$ cat config.mk
export PLATFORM = sky130hd
export DESIGN_NAME = player2_ctl_flat
export DESIGN_NICKNAME = d
export VERILOG_FILES = /design/src/rtl/player2_ctl_pkg.sv /design/src/rtl/player2_ctl_if.sv /design/src/rtl/player2_ctl_frame_tick.sv /design/src/rtl/player2_ctl.sv /design/src/flat_wrapper.sv
export SDC_FILE = /design/constraint.sdc
export NUM_CORES = 1
export LEC_CHECK = 0
export ABC_CLOCK_PERIOD_IN_PS = 1700
export BUFFER_PORTS_ARGS = -buffer_cell sky130_fd_sc_hd__clkbuf_2
export CAP_MARGIN = 40
export CORE_UTILIZATION = 47
export CTS_CLUSTER_SIZE = 14
export DETAILED_ROUTE_END_ITERATION = 10
export GPL_ROUTABILITY_DRIVEN = 0
export HOLD_SLACK_MARGIN = 0.03
export PLACE_DENSITY = 0.73
export SYNTH_ARGS = -nofsm -noshare
export SYNTH_HDL_FRONTEND = slang
export SYNTH_HIERARCHICAL = 1
export SYNTH_SLANG_ARGS = --single-unit
$ cat constraint.sdc
create_clock -name clk -period 1.7 [get_ports clk]
set_input_delay 0.17 -clock clk [delete_from_list [all_inputs] [get_ports clk]]
set_output_delay 0.17 -clock clk [all_outputs]
set_load 0.005 [all_outputs]
$ cat src/rtl/player2_ctl_pkg.sv
// rtl/player2_ctl_pkg.sv - pose/vertical enums and screen geometry for the player-2 controller
package player2_ctl_pkg;

    localparam int SCREEN_W = 800;
    localparam int SPRITE_W = 40;

    localparam int X_INIT_DEF  = 400;
    localparam int X_MIN_DEF   = 0;
    localparam int X_MAX_DEF   = SCREEN_W - SPRITE_W;
    localparam int STEP_DEF    = 4;
    localparam int JUMP_V0_DEF = 12;
    localparam int GRAVITY_DEF = 1;

    typedef enum logic [1:0] {
        IDLE2  = 2'd0,
        RIGHT2 = 2'd1,
        LEFT2  = 2'd2
    } state2_t;

    typedef enum logic {
        GROUND2 = 1'b0,
        AIR2    = 1'b1
    } vstate2_t;

endpackage

$ cat src/rtl/player2_ctl_if.sv
// rtl/player2_ctl_if.sv - frame/button inputs and sprite position outputs of the player-2 controller
interface player2_ctl_if;
    import player2_ctl_pkg::*;

    logic        vsync;
    logic        btn_left;
    logic        btn_right;
    logic        btn_jump;
    logic [11:0] xpos_player2;
    logic [11:0] ypos_player2;
    state2_t     state;
    logic        airborne;

    modport master (
        output vsync, btn_left, btn_right, btn_jump,
        input  xpos_player2, ypos_player2, state, airborne
    );

    modport slave (
        input  vsync, btn_left, btn_right, btn_jump,
        output xpos_player2, ypos_player2, state, airborne
    );

endinterface

$ cat src/rtl/player2_ctl_frame_tick.sv
// rtl/player2_ctl_frame_tick.sv - registered one-cycle pulse on each vsync rising edge
module frame_tick (
    input  logic clk,
    input  logic rst,
    input  logic vsync,
    output logic tick
);

    logic vsync_q;

    // History resets high so a vsync already high at release is not a frame start.
    always_ff @(posedge clk) begin
        if (!rst) begin
            vsync_q <= 1'b1;
            tick    <= 1'b0;
        end else begin
            vsync_q <= vsync;
            tick    <= vsync & ~vsync_q;
        end
    end

endmodule

$ cat src/rtl/player2_ctl.sv
// rtl/player2_ctl.sv - per-frame horizontal/jump motion of player 2; jump logic under PLAYER2_JUMP_EN
module player2_ctl
    import player2_ctl_pkg::*;
#(
    parameter int X_INIT  = X_INIT_DEF,
    parameter int X_MIN   = X_MIN_DEF,
    parameter int X_MAX   = X_MAX_DEF,
    parameter int STEP    = STEP_DEF,
    parameter int JUMP_V0 = JUMP_V0_DEF,
    parameter int GRAVITY = GRAVITY_DEF
) (
    input logic          clk,
    input logic          rst,
    player2_ctl_if.slave bus
);

    localparam logic [12:0] STEP13  = 13'(STEP);
    localparam logic [12:0] X_MIN13 = 13'(X_MIN);
    localparam logic [12:0] X_MAX13 = 13'(X_MAX);

    logic        tick;
    state2_t     state_q, state_d;
    logic [11:0] x_q, x_d;
    logic [12:0] x13;

    frame_tick u_frame_tick (
        .clk   (clk),
        .rst   (rst),
        .vsync (bus.vsync),
        .tick  (tick)
    );

    assign x13 = {1'b0, x_q};

    always_ff @(posedge clk) begin
        if (!rst) begin
            state_q <= IDLE2;
            x_q     <= 12'(X_INIT);
        end else begin
            state_q <= state_d;
            x_q     <= x_d;
        end
    end

    // Pose follows the buttons even when the position is pinned at a wall.
    always_comb begin
        state_d = state_q;
        x_d     = x_q;
        if (tick) begin
            if (bus.btn_left && !bus.btn_right) begin
                state_d = LEFT2;
                x_d     = (x13 < X_MIN13 + STEP13) ? X_MIN13[11:0] : 12'(x13 - STEP13);
            end else if (bus.btn_right && !bus.btn_left) begin
                state_d = RIGHT2;
                x_d     = (x13 + STEP13 > X_MAX13) ? X_MAX13[11:0] : 12'(x13 + STEP13);
            end else begin
                state_d = IDLE2;
            end
        end
    end

    assign bus.xpos_player2 = x_q;
    assign bus.state        = state_q;

`ifdef PLAYER2_JUMP_EN
    vstate2_t           vstate_q, vstate_d;
    logic [11:0]        y_q, y_d;
    logic signed [7:0]  vel_q, vel_d;
    logic signed [13:0] y_sum;

    assign y_sum = $signed({2'b00, y_q}) + $signed({{6{vel_q[7]}}, vel_q});

    always_ff @(posedge clk) begin
        if (!rst) begin
            vstate_q <= GROUND2;
            y_q      <= 12'd0;
            vel_q    <= 8'sd0;
        end else begin
            vstate_q <= vstate_d;
            y_q      <= y_d;
            vel_q    <= vel_d;
        end
    end

    // Takeoff leaves y untouched; the first rise shows on the following tick.
    always_comb begin
        vstate_d = vstate_q;
        y_d      = y_q;
        vel_d    = vel_q;
        if (tick) begin
            case (vstate_q)
                GROUND2: begin
                    if (bus.btn_jump) begin
                        vstate_d = AIR2;
                        vel_d    = 8'(JUMP_V0);
                    end
                end
                AIR2: begin
                    if (y_sum <= 14'sd0) begin
                        vstate_d = GROUND2;
                        y_d      = 12'd0;
                        vel_d    = 8'sd0;
                    end else begin
                        y_d   = y_sum[11:0];
                        vel_d = vel_q - 8'(GRAVITY);
                    end
                end
                default: vstate_d = GROUND2;
            endcase
        end
    end

    assign bus.ypos_player2 = y_q;
    assign bus.airborne     = (vstate_q == AIR2);
`else
    logic unused_jump;
    assign unused_jump      = bus.btn_jump;
    assign bus.ypos_player2 = 12'd0;
    assign bus.airborne     = 1'b0;
`endif

endmodule

$ cat src/flat_wrapper.sv
// flat-port wrapper written by rule: the top's interface ports become plain ports
module player2_ctl_flat import player2_ctl_pkg::*;
#(
    parameter int X_INIT  = X_INIT_DEF,
    parameter int X_MIN   = X_MIN_DEF,
    parameter int X_MAX   = X_MAX_DEF,
    parameter int STEP    = STEP_DEF,
    parameter int JUMP_V0 = JUMP_V0_DEF,
    parameter int GRAVITY = GRAVITY_DEF
)
  (clk, rst, bus_vsync, bus_btn_left, bus_btn_right, bus_btn_jump, bus_xpos_player2, bus_ypos_player2, bus_state, bus_airborne);
  player2_ctl_if bus_i ();
  input logic clk;
  input logic rst;
  input wire logic [$bits(bus_i.vsync)-1:0] bus_vsync;
  input wire logic [$bits(bus_i.btn_left)-1:0] bus_btn_left;
  input wire logic [$bits(bus_i.btn_right)-1:0] bus_btn_right;
  input wire logic [$bits(bus_i.btn_jump)-1:0] bus_btn_jump;
  output wire logic [$bits(bus_i.xpos_player2)-1:0] bus_xpos_player2;
  output wire logic [$bits(bus_i.ypos_player2)-1:0] bus_ypos_player2;
  output wire logic [$bits(bus_i.state)-1:0] bus_state;
  output wire logic [$bits(bus_i.airborne)-1:0] bus_airborne;
  assign bus_i.vsync = bus_vsync;
  assign bus_i.btn_left = bus_btn_left;
  assign bus_i.btn_right = bus_btn_right;
  assign bus_i.btn_jump = bus_btn_jump;
  assign bus_xpos_player2 = bus_i.xpos_player2;
  assign bus_ypos_player2 = bus_i.ypos_player2;
  assign bus_state = bus_i.state;
  assign bus_airborne = bus_i.airborne;
  player2_ctl #(.X_INIT(X_INIT), .X_MIN(X_MIN), .X_MAX(X_MAX), .STEP(STEP), .JUMP_V0(JUMP_V0), .GRAVITY(GRAVITY)) u_core (.clk(clk), .rst(rst), .bus(bus_i));
endmodule
==> qor.txt, run 1 <==
Vias per cell - 6.10
Static leakage - 0.661 nW
R2R Path Start - u_core/bus.xpos_player2[2]
Setup violations, final - 2
Final hold violations - 0
First-pass GRT wire length - 5550 um
Buf/Inv on CP - 1
Fin crit share - 103%
Worst-margin pin slew - 497 ps
Slew headroom - 66.0%
Initial antenna violation count - 0
# clock sinks - 14
Slowest stage delay, CP - 380 ps
Clock root buffer - clkbuf_4
Num rows - 18
Worst setup margin - -55.5 ps
Initial Util - 49.8%
Peak Freq - 570 MHz
WP depth - 7
Placement Setup Slack - -90.3 ps
Ys async rst share - 0%
Crit-path max FO - 5
Required time of the worst setup path - 1880 ps
Capture point of the worst reg-to-reg path - u_core/bus.xpos_player2[2]
YS warnings - 6
Hold Path Class - input port to register
Combinational fraction of design power - 13.8%
Net Sw Power - 0.181 mW
Failing checks - setup timing
Clk_lat worst skew - 280 ps
Antenna diodes - 0
CP cell instances - inv_2 -> ha_4 -> and4b_1 -> nand3b_1 -> o211ai_1 -> a31oi_2 -> a32o_1
Clk pwr share - 36.7%
I/O pin count - 33
VDD IR max - 0.453 mV
Clock Path Buffers - 2
Gr ovfl total - 0
R2r worst-path depth - 7
Final Slew Violations - 0
Fillers - 220
Post-place instance area - 1470 um^2
Cell Area, Synth - 1230 um^2
Worst-path cell with the longest stage delay - dfxtp_4
Layout cells sized above 1 - 38.0%
Die area - 2830 um^2
Vert. Die Dim - 53.2 um
Critical path class - register to register
Sequential share of the synthesized area - 22.7%
Setup crit start - u_core/bus.xpos_player2[2]
Cell Count, Final, Fillers Out - 222
Cell area power density - 433 nW/um^2
Gr usage total - 26.7%
CTS tree - done
Crit-path leading delay family - compound AO/OA/AOI/OAI gates
Crit path to - u_core/bus.xpos_player2[2]
Reg2Reg Setup Slack - -60 ps
Core area - 2480 um^2
I/O Buffers - 16
Part of the power in registers - 49.5%
Synth top cells by count - buf_4 (15), dfxtp_1 (14), inv_1 (8), o21ai_0 (8)
Drt wl/cell - 15.4 um
Placed cell count - 217
Yosys cell types - 54
Switching share of power - 26.6%
Number of remaining DRC errors - 0
Initial DRC count - 56
Avg Inst Size Synth - 7.91 um^2
Reg clk slew, reported paths - 90 ps
Clk_skew - 2.29 ps
CP arrival - 1940 ps
Max-cap violations - 0
DR vias - 1354
CTS Buf Count - 3
Fin area - 1570 um^2
Chip width - 53.2 um
Crit. End Element - register
Final WL - 3420 um
Synth top area cells - dfxtp_1 (23%), buf_4 (9.1%), ha_1 (5.1%)
Vias in the first global route - 1239
First-pass DRT Iterations - 5
Count leader, synth - buf_4
Critical Path Start Type - register
Main synth FF type - dfxtp_1
Largest net degree at the start of global routing - 15
Overall power - 0.679 mW
Yosys reg bits - 14
Cell taking the most area after synthesis - dfxtp_1
Number of flops mapped to enable cells by yosys - 0
H-Tree Depth - 1
Internal - 0.498 mW
Dpl hpwl - 2500 um
Hold_buf cts - 0
Outcome - finished, violations left
Area Overhead vs Synth - 27.3%
Yosys top cell area share - 22.7%
Tmin final - 1760 ps
Final net count - 204
Antenna-violating nets left - 0
Synthesized instance count - 156
RSZ-0062 raised after global routing - yes
[worst reg2reg max path, cell delays in order (launching register included)]
cell and delay, ps:
dfxtp_4 380, inv_2 40, ha_4 250, and4b_1 200, nand3b_1 80, o211ai_1 250, a31oi_2 200, a32o_1 250
[final cells by class]
type	instances	area, um^2	area share [%]
multi-input cells	122	876	55.8
repair buffers	44	302	19.2
flip-flops and latches	14	289	18.4
well taps	30	37.5	2.39
clock buffers	4	36.3	2.31
inverters	8	30.0	1.91
[cells by family after synthesis]
kind of cell,count (synthesis),synth area share (%)
DFF,14,22.7
xor gates and xnor gates,2,1.42
buffers and inverters,34,15.4
AOI/OAI and AO/OA,46,26.4
muxes,3,2.43
other,1,0.304
adders and majority gates,5,5.07
and+or+nand+nor,51,26.3
[registers in the layout, indices dropped and copies added, names as in the netlist]
register,count
u_core/bus.state,2
u_core/bus.xpos_player2,10
u_core/u_frame_tick/tick,1
u_core/u_frame_tick/vsync_q,1
[layer usage]
layer	wire [um]	global-route usage [%]
met5	0	0
met4	33	9.65
met3	242	1.72
met2	1720	46.5
met1	1420	33.9
[placed cells by master (no fill, tap or decap), types with 3 or more instances in the layout]
cell type,instances
buf_4,25
clkbuf_2,16
conb_1,15
dfxtp_1,9
nor2_1,7
nand2_1,7
inv_1,6
a21oi_1,6
o21ai_0,5
nand2b_1,4
o21ai_1,4
a31oi_1,4
ha_1,4
dfxtp_2,4
clkbuf_4,3
buf_6,3
nor3_1,3
nor2b_1,3
nand4_1,3
mux2i_1,3
[metrics by stage]
stage                     utilization (%)  TNS (ps)  hold WS [ps]
after global routing                 63.4      -661          76.4
after floorplan                         -     -44.9           243
after global placement               59.2     -62.7           368
final                                63.4      -100          79.6
after CTS                            62.1      -101          74.7
after detailed placement             59.2      -184           380
[how the worst min path moves through the flow]
stage	start	end	slack, ps	depth (start not counted)
2_1_floorplan	rst	u_core/u_frame_tick/vsync_q	240	1
3_3_place_gp	bus_vsync	u_core/u_frame_tick/vsync_q	370	2
3_5_place_dp	bus_vsync	u_core/u_frame_tick/vsync_q	380	2
4_1_cts	bus_vsync	u_core/u_frame_tick/vsync_q	70	2
5_1_grt	bus_vsync	u_core/u_frame_tick/vsync_q	80	2
6_report	bus_vsync	u_core/u_frame_tick/vsync_q	80	2
[power groups by stage]
stage | Sequential (mW) | Clock, mW | Combinational [mW]
after detailed placement | 0.345 | 0 | 0.0864
after global routing | 0.337 | 0.267 | 0.104
after global placement | 0.345 | 0 | 0.0840
final | 0.336 | 0.249 | 0.0939
after CTS | 0.336 | 0.256 | 0.0897
after floorplan | 0.344 | 0 | 0.0803
[repair_timing]
| action | 4_1_cts | 5_1_grt |
|---|---|---|
| setup endpoints to repair | 6 | 10 |
| resized for setup | 10 | 11 |
| buffers inserted | 1 | 0 |
| pin swaps | 7 | 3 |
Power figures use the tool's default switching activity.
==> run 2, diff against run 1 <==
Settings changed: ABC_CLOCK_PERIOD_IN_PS 1700 to not set, REMOVE_ABC_BUFFERS set to 1.
==> run 2 against run 1 <==
  * Total power is 2.9% higher
  * Sequential share of layout area is 1.3 points lower
  * Non-clock buffer count is 7 higher
  * Critical path type unchanged
  * Final cell count is 3.2% higher
  * Final area is 6.5% higher
  * The run still ends with setup timing left
  * Critical endpoint unchanged
  * Via count is 1.6% higher
  * Sequential power hardly changed
  * Clock-buffer cell count stayed put
  * Register-to-register slack worse by 130 ps
  * Wire length is 10% higher
  * Clock power is 3% higher
==> qor.txt, run 2 (synthesized netlist as in run 1, its figures left out) <==
Outcome - finished, violations left
Failing checks - setup timing
Max reg flops - 10
Core area - 2480 um^2
Setup violations, final - 6
Hold_sp - bus_vsync
Antenna-violating nets left - 0
Area Overhead vs Synth - 35.6%
Initial DRC count - 78
Capture point of the worst reg-to-reg path - u_core/bus.xpos_player2[2]
Endpoint, Worst Hold - u_core/u_frame_tick/vsync_q
VDD IR max - 0.410 mV
Hold_buf cts - 0
Final hold violations - 0
Combinational fraction of design power - 15.3%
# clock sinks - 14
Worst-margin pin slew - 569 ps
Critical Path Start Type - register
Initial Util - 49.8%
Fillers - 199
CTS tree - done
Number of remaining DRC errors - 0
Die area - 2830 um^2
Worst setup margin - -185 ps
Gr ovfl total - 0
Setup TNS - -560 ps
Fin crit share - 111%
CTS Buf Count - 3
Tmin final - 1890 ps
Clk_lat worst skew - 300 ps
I/O Buffers - 16
Crit-path max FO - 5
Peak Freq - 530 MHz
Commonest non-fill, non-tap cell in the layout - buf_4
Part of the power in registers - 48.0%
FF+latch area - 287 um^2
Reg clk slew, reported paths - 100 ps
Vias per cell - 6.00
Vert. Die Dim - 53.2 um
Final core utilization - 67.5%
Final net count - 211
Antenna diodes - 0
Hold depth - 2
Layout cells sized above 1 - 41.7%
Final WL - 3770 um
Drt wl/cell - 16.5 um
Chip width - 53.2 um
DR vias - 1375
Cell area power density - 418 nW/um^2
Num rows - 18
Clock Path Buffers - 2
Clock root buffer - clkbuf_4
Internal - 0.506 mW
Hold Path Class - input port to register
Critical path class - register to register
Dpl hpwl - 2510 um
Overall power - 0.699 mW
Multi-input logic area - 926 um^2
Vias in the first global route - 1252
Reg2Reg Setup Slack - -190 ps
Gr usage total - 27.7%
Required time of the worst setup path - 1940 ps
Clk pwr share - 36.7%
First-pass DRT Iterations - 4
Crit. End Element - register
Initial antenna violation count - 0
Commonest non-fill, non-tap cells in the layout - buf_4 (32), clkbuf_2 (16), conb_1 (15), dfxtp_1 (11), nor2_1 (7)
R2r worst-path depth - 6
RSZ-0062 raised after global routing - yes
Clk_skew - 7.36 ps
Switching share of power - 27.6%
R2R Path Start - u_core/bus.xpos_player2[7]
Largest net degree at the start of global routing - 15
I/O pin count - 33
Static leakage - 0.702 nW
Max-cap violations - 0
First-pass GRT wire length - 5560 um
Slew headroom - 61.1%
Final Slew Violations - 0
H-Tree Depth - 1
CP arrival - 2130 ps
Net Sw Power - 0.193 mW
==> run 2: cell count changes in the layout (fill, tap and decap cells not counted), sizes merged <==
cell | previous run | this run
buf | 28 | 35
==> run 2: area by class of cell <==
type | instances | area share (%)
inverter | 8 | 1.94
clock buffer | 4 | 2.17
tap | 30 | 2.24
timing repair buffer | 51 | 21.2
sequential | 14 | 17.1
multi-input combinational | 122 | 55.3
==> run 2: power groups by stage <==
| stage | Clock [mW] | Combinational [mW] | Sequential, mW |
|---|---|---|---|
| finish | 0.256 | 0.107 | 0.335 |
| CTS | 0.258 | 0.0966 | 0.337 |
| floorplan | 0 | 0.0429 | 0.348 |
| detailed placement | 0 | 0.0897 | 0.344 |
| global placement | 0 | 0.0867 | 0.343 |
| global route | 0.275 | 0.117 | 0.336 |
==> run 2: routing by layer <==
metal  up-vias  track usage [%]  routed length, um
met5         -                0                  0
met4         0             18.9                102
met3        11             2.87                294
met2        89             45.4               1860
met1       636             33.4               1510
li1        639                -                  -
==> run 2: worst max path at each step <==
stage | from | slack (ps) | end | depth (start not counted)
6_report | u_core/bus.xpos_player2[7] | -190 | u_core/bus.xpos_player2[2] | 6
5_1_grt | u_core/bus.xpos_player2[3] | -200 | u_core/bus.xpos_player2[5] | 8
4_1_cts | u_core/bus.xpos_player2[3] | -90 | u_core/bus.xpos_player2[2] | 7
3_5_place_dp | u_core/bus.xpos_player2[3] | -210 | u_core/bus.xpos_player2[7] | 7
3_3_place_gp | u_core/bus.xpos_player2[2] | -120 | u_core/bus.xpos_player2[7] | 7
2_1_floorplan | u_core/bus.xpos_player2[2] | -160 | u_core/bus.xpos_player2[7] | 7
==> run 2: repair_timing <==
item	4_1_cts	5_1_grt
endpoints found under the hold margin	0	0
gates cloned	0	0
pin swaps	8	3
setup buffers	1	3
resized for setup	20	15
endpoints found under the setup margin	8	10
==> run 2: critical path: stages (launching register included) <==
cell and delay [ps]:
dfxtp_1 410, buf_4 190, nand2b_2 200, nor3_4 70
buf_4 150, a2111oi_0 570, a32o_2 230
==> run 2: through the flow <==
step           std cells  area (um^2)  setup slack, ps  hold slack, ps
2_1_floorplan        144         1130             -165             243
3_3_place_gp         221         1480             -122             367
3_5_place_dp         221         1480             -214             382
4_1_cts              226         1590            -87.8            74.1
5_1_grt              229         1670             -204            68.3
6_report             229         1670             -185            69.2
==> run 3, diff against run 2 <==
Settings changed: CORE_MARGIN set to 2.
==> run 3 against run 2 <==
  * The run still ends with setup timing left
  * Critical path type unchanged
  * Register-to-register slack better by 40 ps
  * Sequential cell count unchanged
  * Combinational power decreased by 5%
  * Clock-buffer cell count is the same
  * Largest cell class unchanged
  * Setup slack better by 41 ps
  * Final cell count down 3.1%
  * Die area increased by 7.7%
  * Final area shrank 4.5%
  * Sequential power barely moved
==> qor.txt, run 3 (synthesized netlist as in run 1, its figures left out) <==
Outcome - finished, violations left
Failing checks - setup timing
Vias per cell - 6.23
Final Slew Violations - 0
Buf/Inv on CP - 1
Met2 usage - 40.3%
Die area - 3050 um^2
Commonest non-fill, non-tap cell in the layout - buf_4
Dpl hpwl - 2450 um
Initial antenna violation count - 0
Cell area power density - 432 nW/um^2
Initial DRC count - 120
Vert. Die Dim - 55.2 um
Fin crit share - 108%
First-pass DRT Iterations - 4
Placement Setup Slack - -197 ps
Part of the power in registers - 48.7%
Overall power - 0.690 mW
Clock Path Buffers - 2
Multi-input logic area - 898 um^2
Final WL - 3680 um
VDD IR max - 0.394 mV
Vias in the first global route - 1319
Crit-path max FO - 5
Reg clk slew, reported paths - 90 ps
Fillers - 222
Area Overhead vs Synth - 29.5%
Layout cells sized above 1 - 40.6%
Core area - 2480 um^2
Switching share of power - 26.9%
Worst-path cell with the longest stage delay - dfxtp_2
I/O pin count - 33
First-pass GRT wire length - 5960 um
Crit-path leading delay family - compound AO/OA/AOI/OAI gates
FF+latch area - 287 um^2
Peak Freq - 542 MHz
Worst setup margin - -144 ps
Max-cap violations - 0
Final hold violations - 0
Antenna-violating nets left - 0
Hold_buf cts - 0
DR vias - 1384
Chip width - 55.2 um
GR Layer Usage met3 - 6.09%
Antenna diodes - 0
H-Tree Depth - 1
Hold Path Class - input port to register
Post-place instance area - 1430 um^2
GR Layer Usage met1 - 27.4%
Final net count - 204
Fin area - 1600 um^2
# clock sinks - 14
Clock root buffer - clkbuf_4
Clk pwr share - 36.5%
CTS Buf Count - 3
Clk_skew - 2.99 ps
Commonest non-fill, non-tap cells in the layout - buf_4 (23), clkbuf_2 (16), conb_1 (15), dfxtp_1 (9), nor2_1 (7)
Critical path class - register to register
CP arrival - 2030 ps
RSZ-0062 raised after global routing - yes
Critical Path Start Type - register
Crit. End Element - register
CP cell instances - inv_2 -> ha_4 -> and4b_1 -> nand3b_1 -> o211ai_1 -> a31oi_2 -> a32o_1
Drt wl/cell - 16.6 um
Largest net degree at the start of global routing - 15
Initial Util - 49.8%
Gr usage total - 24.0%
Num rows - 18
Clk_lat worst skew - 290 ps
Number of remaining DRC errors - 0
Max reg flops - 10
Slowest stage delay, CP - 370 ps
CTS tree - done
I/O Buffers - 16
Tmin final - 1840 ps
Net Sw Power - 0.186 mW
Top Usage Layer GRT - met2
Required time of the worst setup path - 1890 ps
Combinational fraction of design power - 14.8%
Static leakage - 0.663 nW
Internal - 0.504 mW
Setup violations, final - 6
Gr ovfl total - 0
run 3: cell count changes in the layout (fill, tap and decap cells not counted), moves of 2 or more:
cell     change
buf_4        -9
dfxtp_2      +3
buf_6        +2
and2_1       -2
and2_4       +2
dfxtp_1      -2
run 3: repair_timing:
| item | 4_1_cts | 5_1_grt |
|---|---|---|
| pin swaps | 8 | 7 |
| gates resized for setup | 27 | 6 |
| buffers inserted | 3 | 0 |
| setup endpoints to repair | 6 | 9 |
| endpoints found under the hold margin | 0 | 0 |
run 3: stage by stage:
| stage | std cells | setup TNS, ps | util [%] | hold slack, ps |
|---|---|---|---|---|
| CTS | 222 | -151 | 63.6 | 57.6 |
| global placement | 215 | -488 | 57.8 | 366 |
| global route | 222 | -1040 | 64.5 | 60.3 |
| floorplan | 144 | -696 | - | 243 |
| detailed placement | 215 | -755 | 57.8 | 375 |
| finish | 222 | -603 | 64.5 | 65.0 |
run 3: final cells by class:
class,count,share of cell area [%]
multi-input cells,122,56.2
repair buffers,44,19.3
flip-flops and latches,14,17.9
well taps,30,2.35
clock buffers,4,2.27
inverters,8,1.88
run 3: power by group through the flow:
stage | logic [mW] | registers, mW | clock network, mW
2_1_floorplan | 0.0429 | 0.348 | 0
3_3_place_gp | 0.0869 | 0.343 | 0
3_5_place_dp | 0.0891 | 0.343 | 0
4_1_cts | 0.0967 | 0.336 | 0.260
5_1_grt | 0.110 | 0.337 | 0.277
6_report | 0.102 | 0.336 | 0.252
run 3: path summary, 6_finish.rpt:
check | start | end | slack [ps] | cells past startpoint
hold reg to reg | u_core/bus.state[0] | u_core/bus.state[0] | 510 | 2
setup reg to reg | u_core/bus.xpos_player2[2] | u_core/bus.xpos_player2[2] | -140 | 7
hold / removal | bus_vsync | u_core/u_frame_tick/vsync_q | 70 | 2
setup / recovery | u_core/bus.xpos_player2[2] | u_core/bus.xpos_player2[2] | -140 | 7
run 3: per-layer routing:
| layer | up-vias | wire length (um) |
|---|---|---|
| met3 | 14 | 336 |
| met1 | 642 | 1460 |
| met2 | 104 | 1790 |
| li1 | 624 | - |
| met4 | 0 | 79 |
| met5 | - | 0 |
run 3: worst reg2reg max path: stages, from the launching register on:
cell and delay [ps]:
dfxtp_2 370, inv_2 50, ha_4 250, and4b_1 220
nand3b_1 100, o211ai_1 280, a31oi_2 220, a32o_1 250
